$ cat src/rtl/uart_tx_sched_if.sv
// Requester-side and UART-side handshake bundle for uart_tx_sched.
// master = the scheduler's view, slave = the requesters/UART's view.
`timescale 1ns/1ps
interface uart_tx_sched_if #(
    parameter int NUM_REQ = 4
);
    logic [NUM_REQ-1:0]   req;
    logic [8*NUM_REQ-1:0] req_data;
    logic [NUM_REQ-1:0]   req_last;
    logic [NUM_REQ-1:0]   req_ack;
    logic [NUM_REQ-1:0]   grant;
    logic                 tx_start;
    logic [7:0]           tx_data;
    logic                 tx_done;

    modport master (
        input  req, req_data, req_last, tx_done,
        output req_ack, grant, tx_start, tx_data
    );

    modport slave (
        output req, req_data, req_last, tx_done,
        input  req_ack, grant, tx_start, tx_data
    );
endinterface

$ cat src/rtl/uart_tx_sched.sv
// Round-robin arbiter that lends one UART transmitter to NUM_REQ byte streams,
// one frame per grant, with a per-grant byte cap and a tx_done watchdog.
`timescale 1ns/1ps
module uart_tx_sched #(
    parameter int NUM_REQ   = 4,
    parameter int MAX_FRAME = 16,
    parameter int TIMEOUT   = 4096
) (
    input  logic            clk,
    input  logic            rst,
    uart_tx_sched_if.master bus,
    output logic            busy,
    output logic            frame_done,
    output logic            tx_err
);
    localparam int IDX_W = $clog2(NUM_REQ);
    localparam int TMR_W = $clog2(TIMEOUT);

    typedef enum logic [1:0] {
        S_IDLE = 2'd0,
        S_LOAD = 2'd1,
        S_WAIT = 2'd2
    } state_t;

    state_t             state_reg, state_next;
    logic [IDX_W-1:0]   ptr_reg, ptr_next;
    logic [IDX_W-1:0]   gidx_reg, gidx_next;
    logic [NUM_REQ-1:0] grant_reg, grant_next;
    logic [7:0]         byte_cnt_reg, byte_cnt_next;
    logic [TMR_W-1:0]   timer_reg, timer_next;
    logic               last_reg, last_next;
    logic [NUM_REQ-1:0] req_ack_reg, req_ack_next;
    logic               tx_start_reg, tx_start_next;
    logic [7:0]         tx_data_reg, tx_data_next;
    logic               frame_done_reg, frame_done_next;
    logic               tx_err_reg, tx_err_next;
    logic               busy_reg, busy_next;

    // Candidate gi is the requester (ptr+1+gi) mod NUM_REQ, so candidate 0
    // is the one right after the last-served requester.
    logic [7:0]         req_byte  [NUM_REQ];
    logic [IDX_W-1:0]   cand_idx  [NUM_REQ];
    logic [NUM_REQ-1:0] cand_hit;

    for (genvar gi = 0; gi < NUM_REQ; gi++) begin : g_cand
        logic [IDX_W:0] sum;
        logic [IDX_W:0] wrapped;
        assign req_byte[gi]  = bus.req_data[8*gi +: 8];
        assign sum           = {1'b0, ptr_reg} + (IDX_W+1)'(gi + 1);
        assign wrapped       = (sum >= (IDX_W+1)'(NUM_REQ)) ? sum - (IDX_W+1)'(NUM_REQ) : sum;
        assign cand_idx[gi]  = wrapped[IDX_W-1:0];
        assign cand_hit[gi]  = bus.req[cand_idx[gi]];
    end

    logic               pick_valid;
    logic [IDX_W-1:0]   pick_idx;
    logic [NUM_REQ-1:0] pick_onehot;

    always_comb begin
        pick_valid = |cand_hit;
        pick_idx   = '0;
        // Descending scan so the lowest circular offset wins.
        for (int k = NUM_REQ - 1; k >= 0; k--) begin
            if (cand_hit[k]) begin
                pick_idx = cand_idx[k];
            end
        end
    end

    assign pick_onehot = {{(NUM_REQ-1){1'b0}}, 1'b1} << pick_idx;

    logic [7:0] sel_data;
    logic       sel_last;
    logic       sel_req;

    assign sel_data = req_byte[gidx_reg];
    assign sel_last = bus.req_last[gidx_reg];
    assign sel_req  = bus.req[gidx_reg];

    always_comb begin
        state_next      = state_reg;
        ptr_next        = ptr_reg;
        gidx_next       = gidx_reg;
        grant_next      = grant_reg;
        byte_cnt_next   = byte_cnt_reg;
        timer_next      = timer_reg;
        last_next       = last_reg;
        req_ack_next    = '0;
        tx_start_next   = 1'b0;
        tx_data_next    = tx_data_reg;
        frame_done_next = 1'b0;
        tx_err_next     = 1'b0;

        case (state_reg)
            S_IDLE: begin
                if (pick_valid) begin
                    state_next    = S_LOAD;
                    gidx_next     = pick_idx;
                    grant_next    = pick_onehot;
                    byte_cnt_next = '0;
                end
            end
            S_LOAD: begin
                tx_data_next  = sel_data;
                tx_start_next = 1'b1;
                req_ack_next  = grant_reg;
                last_next     = sel_last;
                byte_cnt_next = byte_cnt_reg + 8'd1;
                timer_next    = '0;
                state_next    = S_WAIT;
            end
            S_WAIT: begin
                // tx_done is checked first so it beats a same-edge timeout.
                if (bus.tx_done) begin
                    if (last_reg || (byte_cnt_reg == 8'(MAX_FRAME)) || !sel_req) begin
                        frame_done_next = 1'b1;
                        grant_next      = '0;
                        ptr_next        = gidx_reg;
                        state_next      = S_IDLE;
                    end else begin
                        state_next = S_LOAD;
                    end
                end else if (timer_reg == TMR_W'(TIMEOUT - 1)) begin
                    tx_err_next = 1'b1;
                    grant_next  = '0;
                    ptr_next    = gidx_reg;
                    state_next  = S_IDLE;
                end else if (timer_reg != {TMR_W{1'b1}}) begin
                    timer_next = timer_reg + TMR_W'(1);
                end
            end
            default: begin
                state_next = S_IDLE;
                grant_next = '0;
            end
        endcase

        busy_next = (state_next != S_IDLE);
    end

    always_ff @(posedge clk) begin
        if (rst) begin
            state_reg      <= S_IDLE;
            ptr_reg        <= IDX_W'(NUM_REQ - 1);
            gidx_reg       <= '0;
            grant_reg      <= '0;
            byte_cnt_reg   <= '0;
            timer_reg      <= '0;
            last_reg       <= 1'b0;
            req_ack_reg    <= '0;
            tx_start_reg   <= 1'b0;
            tx_data_reg    <= 8'h00;
            frame_done_reg <= 1'b0;
            tx_err_reg     <= 1'b0;
            busy_reg       <= 1'b0;
        end else begin
            state_reg      <= state_next;
            ptr_reg        <= ptr_next;
            gidx_reg       <= gidx_next;
            grant_reg      <= grant_next;
            byte_cnt_reg   <= byte_cnt_next;
            timer_reg      <= timer_next;
            last_reg       <= last_next;
            req_ack_reg    <= req_ack_next;
            tx_start_reg   <= tx_start_next;
            tx_data_reg    <= tx_data_next;
            frame_done_reg <= frame_done_next;
            tx_err_reg     <= tx_err_next;
            busy_reg       <= busy_next;
        end
    end

    assign bus.req_ack  = req_ack_reg;
    assign bus.grant    = grant_reg;
    assign bus.tx_start = tx_start_reg;
    assign bus.tx_data  = tx_data_reg;
    assign busy         = busy_reg;
    assign frame_done   = frame_done_reg;
    assign tx_err       = tx_err_reg;
endmodule

$ cat src/flat_wrapper.sv
// flat-port wrapper written by rule: the top's interface ports become plain ports
module uart_tx_sched_flat 
#(
    parameter int NUM_REQ   = 4,
    parameter int MAX_FRAME = 16,
    parameter int TIMEOUT   = 4096
)
  (clk, rst, busy, frame_done, tx_err, bus_req, bus_req_data, bus_req_last, bus_tx_done, bus_req_ack, bus_grant, bus_tx_start, bus_tx_data);
  uart_tx_sched_if #(.NUM_REQ(NUM_REQ)) bus_i ();
  input  logic clk;
  input  logic rst;
  output logic busy;
  output logic frame_done;
  output logic tx_err;
  input wire logic [$bits(bus_i.req)-1:0] bus_req;
  input wire logic [$bits(bus_i.req_data)-1:0] bus_req_data;
  input wire logic [$bits(bus_i.req_last)-1:0] bus_req_last;
  input wire logic [$bits(bus_i.tx_done)-1:0] bus_tx_done;
  output wire logic [$bits(bus_i.req_ack)-1:0] bus_req_ack;
  output wire logic [$bits(bus_i.grant)-1:0] bus_grant;
  output wire logic [$bits(bus_i.tx_start)-1:0] bus_tx_start;
  output wire logic [$bits(bus_i.tx_data)-1:0] bus_tx_data;
  assign bus_i.req = bus_req;
  assign bus_i.req_data = bus_req_data;
  assign bus_i.req_last = bus_req_last;
  assign bus_i.tx_done = bus_tx_done;
  assign bus_req_ack = bus_i.req_ack;
  assign bus_grant = bus_i.grant;
  assign bus_tx_start = bus_i.tx_start;
  assign bus_tx_data = bus_i.tx_data;
  uart_tx_sched #(.NUM_REQ(NUM_REQ), .MAX_FRAME(MAX_FRAME), .TIMEOUT(TIMEOUT)) u_core (.clk(clk), .rst(rst), .bus(bus_i), .busy(busy), .frame_done(frame_done), .tx_err(tx_err));
endmodule
$ cat config.mk
export PLATFORM = sky130hd
export DESIGN_NAME = uart_tx_sched_flat
export DESIGN_NICKNAME = d
export VERILOG_FILES = /design/src/rtl/uart_tx_sched_if.sv /design/src/rtl/uart_tx_sched.sv /design/src/flat_wrapper.sv
export SDC_FILE = /design/constraint.sdc
export NUM_CORES = 1
export LEC_CHECK = 0
export CORE_ASPECT_RATIO = 0.9
export CORE_MARGIN = 4
export CORE_UTILIZATION = 44
export DETAILED_ROUTE_END_ITERATION = 8
export GPL_ROUTABILITY_DRIVEN = 1
export PLACE_DENSITY = 0.76
export RECOVER_POWER = 25
export SLEW_MARGIN = 15
export SYNTH_ARGS = -nofsm -noshare
export SYNTH_HDL_FRONTEND = slang
export SYNTH_SLANG_ARGS = --single-unit
export TNS_END_PERCENT = 5
$ cat constraint.sdc
create_clock -name clk -period 3.06 [get_ports clk]
set_clock_uncertainty 0.05 [all_clocks]
set_input_delay 0.765 -clock clk [delete_from_list [all_inputs] [get_ports clk]]
set_output_delay 0.765 -clock clk [all_outputs]
set_load 0.03 [all_outputs]
==> flow_summary.toml <==
[sta]
min_period_over_period_pct = 91.0
fin_tns_setup_ns = 0
finalSetupViolCount = 0
drv_slew = 0
timing.final.ws_setup_ns = 0.277
max_freq_mhz = 359
relSlewSlack_pct = 30.1
tightest_slew_ns = 1.05
layout_min_cycle_time_ns = 2.78
rsz0062_at_grt = "no"
hold_viol = 0

[cells_and_area]
largest_reg_flops = 12
diodes = 0
drive_gt1_share_pct = 11.2
final_cells = 395
final_nets = 375
syn_to_final_growth_pct = 36.4
final_common_cell = "clkdlybuf4s50_1"
final.fill_count = 429
final_cell_mix = "clkdlybuf4s50_1, dfxtp_1, nor2_1"

[power]
power_density_nw_per_um2 = 465
leakagePower_uw = 0.00106
peakVddDrop_mv = 0.325

[synthesis]
synth_top_family_by_area = "simple AND/OR/NAND/NOR gates"
muxShareOfSynthArea_pct = 11.6
synthXorXnorAreaFrac_pct = 1.88
syn_avg_cell_area_sq_um = 8.84
synth_edf_count = 0
yosys.area_share.simple_pct = 25.2
synthArstFlopShare_pct = 0
synth_seq_cells = 47
yosys.area.top_type = "dfxtp_1"
synth.cell_area_sq_um = 2330
synthFlopType = "dfxtp_1"
ys_warn_count = 0
synth_fa_ha_area_share_pct = 1.61
synth_nets = 309
synth_cells = 263
seq_area_frac_synth_pct = 40.5
synth_compound_area_share_pct = 15.1
synth_top_area_share_pct = 40.5
ys_types = 46
synth.top_cells.by_area = "dfxtp_1, mux4_2, a21oi_1"

[clock_tree]
postCtsSetupRepairBufs = 0
ctsLongestPathBuffers = 2
cts_max_level = 2
cts_resized = 0
cts.sinks = 47
cts_made_buffers = 5
clk_latency_ns = 0.31
hold_buffers = 0
root_buffer = "clkbuf_8"
path_clk_slew_ns = 0.09
cts_tree = "built"

[routing]
drtPass1Iterations = 4
drc = 0
wl_met2_um = 2900
drtAntennaViolNets = 0
met3_wirelength_um = 311
vias = 2168
via_per_inst = 5.49
wl_met1_um = 2430
wirelength_um = 5740
wl_per_cell_um = 14.5
highest_layer = "met4"
drt-initial-drc-count = 116

[global_routing]
grt_usage_pct = 18.5
grt_max_degree = 27
grt_pass1_vias = 2082
overflow = 0
grt_pass1_wl_um = 9740
antenna_found_initial = 0

[worst_setup_path]
crit_required_ns = 3.21
slowest_delay_ns = 0.62
reg2reg_to = "u_core.bus.grant[0]"
r2r_slack_ns = 0.67
crit_family = "multiplexers"
crit_slowest_cell = "dlygate4sd3_1"
crit_type = "input port to register"
crit_start = "bus_req[3]"
setup.worst_path.start_class = "input port"
cp_num_buf_inv = 1
arrival_ns = 2.94
r2r_start = "u_core.byte_cnt_reg[0]"
cp_cell_sequence = "dlygate4sd3_1, mux4_2, o311ai_4, nor2_2, a2111oi_4, mux2_4"
endpoint = "u_core.bus.grant[0]"
critical_path_depth = 6
worstPathMaxFanout = 6
crit_path_end_kind = "register"
rr_worst_depth = 7

[floorplanning]
die_h_um = 77.0
dieArea_sq_um = 6520
row_count = 24
die_width_um = 84.6
initial_core_util_pct = 46.7
pin_count = 63
coreArea_sq_um = 4980

[placed_design]
pre_cts_ws_ns = 0.0760
gp_congestion = 0.839
dp.cells = 387
portBuffers = 62
hpwlAfterDp_um = 4240

[min_path]
hp-start = "u_core.bus.tx_data[1]"
hold_path_class = "register to register"

[run_status]
status = "finished, final reports clean"

[run]
max_cap_violations = 0
==> where the power goes <==
| part | switching [uW] | total [uW] | internal (uW) |
|---|---|---|---|
| Combinational | 169 | 332 | 163 |
| Sequential | 18.4 | 658 | 639 |
| Clock | 217 | 486 | 269 |
==> synth_stat cells, drive strengths merged (3+ instances only) <==
| master | number |
|---|---|
| inv | 13 |
| xnor2 | 4 |
| mux4 | 10 |
| ha | 3 |
| o21ai | 11 |
| o32ai | 3 |
| clkbuf | 12 |
| or3 | 5 |
| nor4 | 5 |
| nand3 | 10 |
| nor3 | 13 |
| mux2i | 3 |
| nand3b | 3 |
| nor2 | 30 |
| a21oi | 26 |
| nor2b | 4 |
| dfxtp | 47 |
| nand2b | 5 |
| nand2 | 27 |
| nand4 | 3 |
==> how the worst min path moves through the flow <==
stage                       endpoint  slack, ns  cells after the start
2_1_floorplan   u_core.timer_reg[11]       0.38                      2
5_1_grt        u_core.bus.tx_data[4]       0.43                      2
4_1_cts        u_core.bus.tx_data[1]       0.41                      2
6_report       u_core.bus.tx_data[1]       0.41                      2
3_3_place_gp   u_core.bus.tx_data[4]       0.39                      2
3_5_place_dp   u_core.bus.tx_data[1]       0.40                      2
==> final cells by class <==
class | instances | area [sq um] | area share [%]
Tap cell | 65 | 81.3 | 2.56
Sequential cell | 47 | 941 | 29.7
Clock buffer | 6 | 82.6 | 2.60
Multi-Input combinational cell | 190 | 1290 | 40.6
Inverter | 13 | 48.8 | 1.54
Clock inverter | 2 | 38.8 | 1.22
Timing Repair Buffer | 72 | 692 | 21.8
==> worst register-to-register path, stage by stage, from the launching register on <==
cell and delay (ns):
dfxtp_1 0.35, inv_1 0.09, ha_1 0.14, or4b_4 0.47, o311ai_4 0.32, nor2_2 0.09
a2111oi_4 0.46, mux2_4 0.33
==> routing by layer <==
metal	up-vias	GRT usage (%)
met1	1023	22.5
met5	-	0
li1	1076	-
met2	59	31.6
met3	10	4.07
met4	0	7.28
==> kinds of logic after synthesis <==
| family | count (synthesis) |
|---|---|
| xor gates and xnor gates | 5 |
| DFF | 47 |
| buffers and inverters | 26 |
| and+or+nand+nor | 115 |
| muxes | 14 |
| adders and majority gates | 3 |
| AOI/OAI and AO/OA | 53 |
==> through the flow <==
step | power (uW) | area, sq um | hold slack, ns | util [%]
3_3_place_gp | 1000 | 3050 | 0.392 | 61.3
5_1_grt | 1550 | 3170 | 0.434 | 63.6
4_1_cts | 1490 | 3180 | 0.408 | 63.7
3_5_place_dp | 1010 | 3050 | 0.395 | 61.3
2_1_floorplan | 869 | 2330 | 0.385 | -
6_report | 1480 | 3170 | 0.409 | 63.6
Note: power is estimated with default switching activity, not from simulation.
